--- config.mk ---
export PLATFORM = sky130hd
export DESIGN_NAME = max_reduce_ctrl_uint16_flat
export DESIGN_NICKNAME = d
export VERILOG_FILES = /design/src/rtl/max_reduce_ctrl_uint16_pkg.sv /design/src/rtl/max_reduce_ctrl_uint16_if.sv /design/src/rtl/max_reduce_ctrl_uint16_max_uint16.sv /design/src/rtl/max_reduce_ctrl_uint16.sv /design/src/flat_wrapper.sv
export SDC_FILE = /design/constraint.sdc
export NUM_CORES = 1
export LEC_CHECK = 0
export ABC_AREA = 1
export CORE_ASPECT_RATIO = 0.9
export CORE_MARGIN = 2
export CORE_UTILIZATION = 55
export DETAILED_ROUTE_END_ITERATION = 8
export GPL_TIMING_DRIVEN = 0
export PLACE_DENSITY = 0.81
export SETUP_SLACK_MARGIN = 0.2
export SYNTH_ARGS = -nofsm -noshare
export SYNTH_HDL_FRONTEND = slang
export SYNTH_SLANG_ARGS = --single-unit
--- constraint.sdc ---
create_clock -name clk -period 2.09 [get_ports clk]
set_clock_uncertainty 0.05 [all_clocks]
set_input_delay 0.3135 -clock clk [delete_from_list [all_inputs] [get_ports clk]]
set_output_delay 0.3135 -clock clk [all_outputs]
set_load 0.05 [all_outputs]
--- src/rtl/max_reduce_ctrl_uint16_pkg.sv ---
// Shared definitions for the max-reduce controller: FSM state encoding and
// the default data width used by the comparator.
package pimsynth_pkg;

  localparam int DEF_WIDTH = 16;

  typedef logic [1:0] state_t;

  localparam state_t ST_IDLE  = 2'd0;
  localparam state_t ST_ACCUM = 2'd1;
  localparam state_t ST_DONE  = 2'd2;

endpackage

--- src/rtl/max_reduce_ctrl_uint16_if.sv ---
// Job/stream/result bus of the max-reduce controller.
// Optional macro ARGMAX_EN adds the out_idx signal.
interface max_reduce_ctrl_uint16_if #(
  parameter int WIDTH = 16,
  parameter int LEN_W = 8
);
  logic             start;
  logic [LEN_W-1:0] len;
  logic             in_valid;
  logic [WIDTH-1:0] in_data;
  logic             in_ready;
  logic             out_valid;
  logic             out_ready;
  logic [WIDTH-1:0] out_max;
  logic             busy;
`ifdef ARGMAX_EN
  logic [LEN_W-1:0] out_idx;

  modport master (output start, len, in_valid, in_data, out_ready,
                  input  in_ready, out_valid, out_max, out_idx, busy);
  modport slave  (input  start, len, in_valid, in_data, out_ready,
                  output in_ready, out_valid, out_max, out_idx, busy);
`else
  modport master (output start, len, in_valid, in_data, out_ready,
                  input  in_ready, out_valid, out_max, busy);
  modport slave  (input  start, len, in_valid, in_data, out_ready,
                  output in_ready, out_valid, out_max, busy);
`endif
endinterface

--- src/rtl/max_reduce_ctrl_uint16_max_uint16.sv ---
// Unsigned two-input max: gt = (a > b), max = gt ? a : b.
// IMPL_TYPE 0: native relational compare; otherwise borrow of (b - a).
module max_uint16
  import pimsynth_pkg::*;
#(
  parameter int WIDTH     = DEF_WIDTH,
  parameter int IMPL_TYPE = 0
) (
  input  logic [WIDTH-1:0] a,
  input  logic [WIDTH-1:0] b,
  output logic             gt,
  output logic [WIDTH-1:0] max
);

  generate
    if (IMPL_TYPE == 0) begin : g_rel
      assign gt = (a > b);
    end else begin : g_sub
      logic [WIDTH:0] diff;
      assign diff = {1'b0, b} - {1'b0, a};
      // a borrow always leaves a nonzero difference, so the reduction
      // does not change the result; it only keeps every diff bit in use
      assign gt = diff[WIDTH] & (|diff);
    end
  endgenerate

  assign max = gt ? a : b;

endmodule

--- src/rtl/max_reduce_ctrl_uint16.sv ---
// Max-reduce sequencer: takes a job (start+len), folds len unsigned beats
// through one shared comparator, then offers the maximum on a valid/ready
// result beat. Optional macro ARGMAX_EN adds first-argmax tracking (out_idx).
module max_reduce_ctrl_uint16
  import pimsynth_pkg::*;
#(
  parameter int WIDTH     = DEF_WIDTH,
  parameter int LEN_W     = 8,
  parameter int IMPL_TYPE = 0
) (
  input logic                     clk,
  input logic                     rst,
  max_reduce_ctrl_uint16_if.slave bus
);

  state_t           state;
  logic [LEN_W-1:0] cnt, len_q;
  logic [WIDTH-1:0] acc, res_max, cmp_max, nxt;
  logic             gt, beat, first, last;

  assign beat  = bus.in_valid && (state == ST_ACCUM);
  assign first = (cnt == '0);
  // cnt peaks at len-1 on the terminal beat, so it never wraps
  assign last  = (cnt == len_q - LEN_W'(1));
  // beat 0 seeds the accumulator; ties keep acc so the first max wins
  assign nxt   = first ? bus.in_data : cmp_max;

  max_uint16 #(.WIDTH(WIDTH), .IMPL_TYPE(IMPL_TYPE)) u_cmp (
    .a   (bus.in_data),
    .b   (acc),
    .gt  (gt),
    .max (cmp_max)
  );

  // FSM, beat counter, running max and held result
  always_ff @(posedge clk) begin
    if (rst) begin
      state   <= ST_IDLE;
      cnt     <= '0;
      len_q   <= '0;
      acc     <= '0;
      res_max <= '0;
    end else begin
      case (state)
        ST_IDLE: if (bus.start) begin
          if (bus.len != '0) begin
            state <= ST_ACCUM;
            len_q <= bus.len;
            cnt   <= '0;
          end else begin
            state   <= ST_DONE;
            acc     <= '0;
            res_max <= '0;
          end
        end
        ST_ACCUM: if (beat) begin
          acc <= nxt;
          cnt <= cnt + LEN_W'(1);
          if (last) begin
            state   <= ST_DONE;
            res_max <= nxt;
          end
        end
        ST_DONE: if (bus.out_ready) state <= ST_IDLE;
        default: state <= ST_IDLE;
      endcase
    end
  end

`ifdef ARGMAX_EN
  logic [LEN_W-1:0] idx, res_idx, idx_nxt;

  assign idx_nxt = first ? '0 : (gt ? cnt : idx);

  // argmax follows the same gt that updates acc; only strict wins move it
  always_ff @(posedge clk) begin
    if (rst) begin
      idx     <= '0;
      res_idx <= '0;
    end else if (state == ST_IDLE && bus.start && bus.len == '0) begin
      idx     <= '0;
      res_idx <= '0;
    end else if (beat) begin
      idx <= idx_nxt;
      if (last) res_idx <= idx_nxt;
    end
  end

  assign bus.out_idx = res_idx;
`else
  // without ARGMAX_EN only the maximum value is tracked
`endif

  assign bus.in_ready  = (state == ST_ACCUM);
  assign bus.out_valid = (state == ST_DONE);
  assign bus.busy      = (state != ST_IDLE);
  assign bus.out_max   = res_max;

endmodule
--- src/flat_wrapper.sv ---
// flat-port wrapper written by rule: the top's interface ports become plain ports
module max_reduce_ctrl_uint16_flat import pimsynth_pkg::*;
#(
  parameter int WIDTH     = DEF_WIDTH,
  parameter int LEN_W     = 8,
  parameter int IMPL_TYPE = 0
)
  (clk, rst, bus_start, bus_len, bus_in_valid, bus_in_data, bus_out_ready, bus_in_ready, bus_out_valid, bus_out_max, bus_busy);
  max_reduce_ctrl_uint16_if #(.WIDTH(WIDTH), .LEN_W(LEN_W)) bus_i ();
  input logic clk;
  input logic rst;
  input wire logic [$bits(bus_i.start)-1:0] bus_start;
  input wire logic [$bits(bus_i.len)-1:0] bus_len;
  input wire logic [$bits(bus_i.in_valid)-1:0] bus_in_valid;
  input wire logic [$bits(bus_i.in_data)-1:0] bus_in_data;
  input wire logic [$bits(bus_i.out_ready)-1:0] bus_out_ready;
  output wire logic [$bits(bus_i.in_ready)-1:0] bus_in_ready;
  output wire logic [$bits(bus_i.out_valid)-1:0] bus_out_valid;
  output wire logic [$bits(bus_i.out_max)-1:0] bus_out_max;
  output wire logic [$bits(bus_i.busy)-1:0] bus_busy;
  assign bus_i.start = bus_start;
  assign bus_i.len = bus_len;
  assign bus_i.in_valid = bus_in_valid;
  assign bus_i.in_data = bus_in_data;
  assign bus_i.out_ready = bus_out_ready;
  assign bus_in_ready = bus_i.in_ready;
  assign bus_out_valid = bus_i.out_valid;
  assign bus_out_max = bus_i.out_max;
  assign bus_busy = bus_i.busy;
  max_reduce_ctrl_uint16 #(.WIDTH(WIDTH), .LEN_W(LEN_W), .IMPL_TYPE(IMPL_TYPE)) u_core (.clk(clk), .rst(rst), .bus(bus_i));
endmodule
==> impl_results.md, run 1 <==
* Final Hold Fails at 0
* RSZ-0062 raised after global routing: yes
* Worst Tran Pin Value at 773 ps
* Cts bufs inserted at 5
* Post-Route Setup TNS at -302 ps
* Pleak at 0.00206 uW
* Commonest non-fill, non-tap cell in the layout: nand2_1
* Synth Cell Area at 0.00320 sq mm
* Final #Nets at 635
* Routed length per instance at 17.6 um
* Max Used Layer: met4
* Hold path cells at 2
* H-tree lvl count at 2
* Hold_buf cts at 0
* Number of global-route vias before repair at 3,537
* Worst skew pair latency at 310 ps
* Warnings, synthesis at 0
* Initial Util at 56.5%
* Crit start category: flop
* Post-synthesis sequential area ratio at 31.3%
* Netlist cell types at 27
* Power density cells at 815 mW/mm^2
* Total track usage at 31.1%
* DRT Pass-1 Iters at 5
* Initial DRC count at 419
* Number of diodes at 0
* Maximum VDD drop at 0.545 mV
* Pin count of the biggest net entering global routing at 16
* Die area at 0.00644 sq mm
* RePlAce Congestion at 0.888
* CTS tree: built
* Crit path max fanout at 8
* Syn nets at 559
* Reg2Reg Setup Slack at -80 ps
* HPWL after DPL at 6270 um
* Cells after DPL at 628
* IO Port Bufs at 47
* Place WS at -437 ps
* Clock Sinks at 50
* Violated checks: negative setup slack
* ANT nets after route at 0
* Worst-path clk slew at 100 ps
* Worst Path Arrival at 2340 ps
* Max-Cap Viols at 0
* Tcrit/Tclk final at 104%
* Num ports at 48
* Slew Limit Fails at 0
* Final setup violation count at 12
* Syn Area/Cell at 6.25 sq um
* Minimum clock period at 2170 ps
* Most frequent cells in the layout: 89 x nand2_1, 64 x inv_1, 54 x nor2_1, 37 x dfxtp_1, 28 x clkdlybuf4s50_1
* Fmax at 461 MHz
* DR vias at 3,859
* Status: complete, but fails checks
* Slew headroom at 48.5%
* Clk buf depth at 2
* Routed Wire Length at 11,600 um
* DRT met1 WL at 4630 um
* Synth-to-Final Area Change at 48.5%
* Core area at 0.00566 sq mm
* Critical path class: flop to flop
* HP Class: flop to flop
* First-pass GRT wire length at 16,500 um
* Root buffer cell: clkbuf_8
* Worst setup EP type: flop
* Reg2reg path depth at 12
* Number of cell rows at 26
* Setup ws final at -79.9 ps
* Total gr overflow at 0
* Die Y at 76.3 um
* WL met2 at 5240 um
* Share of cells above drive strength 1 at 31.8%
* Initial antenna violation count at 0
* Vias per cell at 5.86
* Seq cells post-synth at 50
* Die Wd at 84.3 um
* Fin cells at 658
* DRC errors left at 0
* Req. time, crit path at 2260 ps
* Met3 WL at 1160 um
* Synth Instances at 511
[layout make-up]
| class | count | area, sq um |
|---|---|---|
| Buffer | 22 | 168 |
| Clock buffer | 6 | 72.6 |
| Multi-Input combinational cell | 363 | 2450 |
| Inverter | 76 | 288 |
| Tap cell | 70 | 87.6 |
| Sequential cell | 50 | 1020 |
| Fill cell | 320 | 915 |
| Timing Repair Buffer | 69 | 648 |
| Clock inverter | 2 | 13.8 |
[cell families after synthesis]
logic type,after synthesis,synth area share (%)
XOR/XNOR,9,2.47
AO/OA/AOI/OAI,81,13.0
buffers and inverters,98,12.4
flip-flops,50,31.3
AND/OR/NAND/NOR,254,33.4
adder cells (fa/ha/maj),19,7.44
[synthesized netlist by cell type (all sizes together)]
| cell | instances | area, sq um |
|---|---|---|
| clkbuf | 9 | 33.8 |
| nand3b | 1 | 7.51 |
| dfxtp | 50 | 1000 |
| buf | 13 | 77.6 |
| nand4 | 4 | 25.0 |
| nand2 | 114 | 440 |
| nor2 | 82 | 315 |
| xnor2 | 3 | 26.3 |
| nor4 | 1 | 6.26 |
| and3 | 1 | 6.26 |
| nor3b | 3 | 22.5 |
| or2 | 2 | 12.5 |
| ha | 19 | 238 |
| o21ai | 27 | 135 |
| nand3 | 41 | 205 |
| inv | 76 | 285 |
| xor2 | 6 | 52.6 |
| a21o | 1 | 7.51 |
| nor3 | 5 | 25.0 |
| a211oi | 3 | 22.5 |
| a21oi | 50 | 250 |
[registers in the layout, indices dropped and copies added (netlist names)]
name	cells
u_core.acc	16
u_core.bus.out_max	16
u_core.cnt	8
u_core.len_q	8
u_core.state	2
[repair_timing]
action,4_1_cts,5_1_grt
setup buffers,9,6
gates cloned,7,0
resized for setup,139,92
endpoints found under the setup margin,35,46
pin swaps,38,36
[through the flow]
stage | area [sq um] | power [uW] | hold WS, ps | util, %
floorplan | 3200 | 2140 | 333 | -
detailed placement | 3750 | 2530 | 424 | 66.3
global placement | 3750 | 2500 | 422 | 66.3
finish | 4750 | 3870 | 461 | 83.8
global route | 4750 | 4050 | 492 | 83.8
CTS | 4320 | 3400 | 444 | 76.2
[metal layers]
layer | vias up | track usage (%)
li1 | 1769 | -
met1 | 1732 | 42.8
met2 | 290 | 49.8
met3 | 68 | 4.66
met4 | 0 | 10.8
met5 | - | 0
[worst max-delay path, cell delays in order, from the launching register on]
cell	delay, ps
dfxtp_2	350
inv_1	150
ha_4	240
a21oi_2	120
o21ai_1	80
a21oi_1	200
nand2_2	140
nand2_8	140
nand2_4	100
buf_6	150
nand2_1	60
nand3_1	80
a21oi_1	220
[path summary, 6_finish.rpt]
kind	startpoint	end
hold reg to reg	u_core.len_q[4]$_SDFFE_PP0P_	u_core.len_q[4]$_SDFFE_PP0P_
setup reg to reg	u_core.acc[15]$_SDFFE_PP0P_	u_core.acc[15]$_SDFFE_PP0P_
setup / recovery	u_core.acc[15]$_SDFFE_PP0P_	u_core.acc[15]$_SDFFE_PP0P_
hold / removal	u_core.len_q[4]$_SDFFE_PP0P_	u_core.len_q[4]$_SDFFE_PP0P_
[where the power goes]
group          switching [uW]  internal, uW
clock network             355           238
logic                    1320           784
registers                82.4          1080
Note: power is estimated with default switching activity, not from simulation.
==> run 2: changes to the inputs <==
Settings changed: CTS_CLUSTER_DIAMETER set to 30.
==> results of run 2 <==
Same layout as run 1: the final DEF is identical, and so are final timing and power.
==> run 3: changes to the inputs <==
--- a/config.mk
+++ b/config.mk
@@ -13,4 +13,5 @@
 export DETAILED_ROUTE_END_ITERATION = 8
 export GPL_TIMING_DRIVEN = 0
+export MAX_ROUTING_LAYER = met4
 export PLACE_DENSITY = 0.81
 export SETUP_SLACK_MARGIN = 0.2
==> constraint.sdc (replaced) <==
create_clock -name clk -period 2.09 [get_ports clk]
set_clock_uncertainty 0.05 [all_clocks]
set_input_delay 0.209 -clock clk [delete_from_list [all_inputs] [get_ports clk]]
set_output_delay 0.209 -clock clk [all_outputs]
set_load 0.05 [all_outputs]
==> run 3 against run 2 <==
  * The flow still finishes with violations (negative setup slack)
  * Non-clock buffer count shrank 6
  * Clock power shrank 2%
  * Utilization shrank 3.1 points
  * Cell count shrank 0.91%
  * Combinational power shrank 8%
  * First-iteration DRC count shrank 16%
  * Final area shrank 3.6%
  * Sequential share of layout area grew 0.86 points
  * Clock-buffer cell count is the same
  * Worst setup slack gained 45 ps
  * Critical path type unchanged
  * Critical endpoint is now u_core.acc[10]$_SDFFE_PP0P_
  * Largest cell class unchanged
==> impl_results.md, run 3 (synthesis gave the netlist of run 1 again) <==
* Routed Wire Length at 10,900 um
* Number of cell rows at 26
* Maximum VDD drop at 0.587 mV
* Number of diodes at 0
* Crit path max fanout at 7
* DR vias at 3,743
* Synth-to-Final Area Change at 43.1%
* Root buffer cell: clkbuf_8
* Worst Tran Pin Value at 673 ps
* Hold_buf cts at 0
* Pleak at 0.00206 uW
* Die area at 0.00644 sq mm
* Die Y at 76.3 um
* Final Power at 3690 uW
* Slew Limit Fails at 0
* Setup ws final at -35.4 ps
* Req. time, crit path at 2270 ps
* Crit-path max cell delay at 360 ps
* Final #Nets at 629
* DRC errors left at 0
* Critical path class: flop to flop
* Reg2reg path depth at 15
* Worst setup EP type: flop
* Tcrit/Tclk final at 102%
* Number of global-route vias before repair at 3,205
* Num ports at 48
* HP Start: bus_in_data[7]
* CTS tree: built
* Worst Path Arrival at 2310 ps
* RePlAce Congestion at 0.893
* Util after Layout at 80.8%
* ANT nets after route at 0
* Critical path's slowest cell: dfxtp_2
* Fmax at 471 MHz
* HPWL after DPL at 6320 um
* Cells along the critical path: inv_2 -> ha_4 -> a21oi_1 -> nor2_1 -> nor2_1 -> nand2_1 -> nand2_1 -> nand2_2 -> nand2_4 -> buf_12 -> nand2_8 -> buf_8 -> nand2_1 -> nand3_2 -> a21oi_1
* Minimum clock period at 2130 ps
* Die Wd at 84.3 um
* Most frequent cells in the layout: 91 x nand2_1, 66 x inv_1, 64 x nor2_1, 35 x dfxtp_1, 31 x a21oi_1
* Share of cells above drive strength 1 at 26.5%
* Total track usage at 28.6%
* RSZ-0062 raised after global routing: yes
* First-pass GRT wire length at 14,700 um
* DRT met1 WL at 4550 um
* Total gr overflow at 0
* Reg2Reg Launch Point: u_core.acc[5]$_SDFFE_PP0P_
* CP most frequent cell: nand2_1
* Core area at 0.00566 sq mm
* Initial Util at 56.5%
* Met3 WL at 913 um
* Max Used Layer: met4
* Power density cells at 806 mW/mm^2
* Initial antenna violation count at 0
* Place WS at -371 ps
* WL met2 at 5110 um
* Status: complete, but fails checks
* Reg2Reg Setup Slack at -40 ps
* Cts bufs inserted at 5
* Crit start category: flop
* IO Port Bufs at 47
* Max-Cap Viols at 0
* Pin count of the biggest net entering global routing at 16
* Routed length per instance at 16.7 um
* Initial DRC count at 354
* Clk buf depth at 2
* Reg-to-Reg End: u_core.acc[10]$_SDFFE_PP0P_
* Last element of the critical path: u_core.acc[10]$_SDFFE_PP0P_
* Commonest non-fill, non-tap cell in the layout: nand2_1
* H-tree lvl count at 2
* Crit path from: u_core.acc[5]$_SDFFE_PP0P_
* Violated checks: negative setup slack
* DRT Pass-1 Iters at 5
* Clock Sinks at 50
* Final setup violation count at 8
* Worst-path clk slew at 100 ps
* Final Hold Fails at 0
* Fillers at 354
* Slew headroom at 55.2%
* Vias per cell at 5.74
* Worst skew pair latency at 310 ps
* HP Class: input port to flop
-- run 3: worst min path at each step --
stage                                        end  slack (ps)  depth (start not counted)
floorplan             u_core.cnt[7]$_SDFFE_PP0P_         230                          1
global placement    u_core.len_q[1]$_SDFFE_PP0P_         420                          2
detailed placement  u_core.len_q[1]$_SDFFE_PP0P_         450                          2
CTS                   u_core.acc[8]$_SDFFE_PP0P_         370                          5
global route          u_core.acc[7]$_SDFFE_PP0P_         320                          5
finish                u_core.acc[7]$_SDFFE_PP0P_         310                          5
-- run 3: final cells by class --
class / instances / area, sq um / area share [%]
multi-input combinational: 363 / 2280 / 49.8
sequential: 50 / 1020 / 22.3
timing repair buffer: 63 / 652 / 14.3
inverter: 76 / 288 / 6.29
buffer: 22 / 164 / 3.58
tap: 70 / 87.6 / 1.92
clock buffer: 6 / 72.6 / 1.59
clock inverter: 2 / 13.8 / 0.301
-- run 3: per-stage QoR --
step / instances / setup TNS (ps) / instance area, sq um / hold slack [ps]
3_5_place_dp: 628 / -10150 / 3750 / 446
4_1_cts: 644 / 0 / 4080 / 369
2_1_floorplan: 511 / 0 / 3200 / 228
3_3_place_gp: 628 / -9130 / 3750 / 421
5_1_grt: 652 / -1900 / 4570 / 322
6_report: 652 / -116 / 4570 / 313
-- run 3: critical path, delay by kind of cell, from the launching register on --
kind                     cells  cell delay [ps]
buffers and inverters        3              310
adder cells (fa/ha/maj)      1              210
AND/OR/NAND/NOR              9              800
AO/OA/AOI/OAI                2              320
flip-flops                   1              360
-- run 3: routing by layer --
metal,up-vias,GRT usage [%]
met5,-,-
met4,0,6.83
met3,47,4.98
met2,218,44.5
met1,1728,38.9
li1,1750,-
-- run 3: repair_timing --
action                                  4_1_cts  5_1_grt
cloned                                        2        2
pin swaps                                    18       24
buffers inserted                              6        6
endpoints found under the setup margin       34       43
gates resized for setup                      72      105
-- run 3: report_power, final --
part,total [uW],internal [uW],switching (uW)
sequential,1170,1090,82.4
clock,581,237,344
combinational,1940,728,1210
total,3690,2050,1640
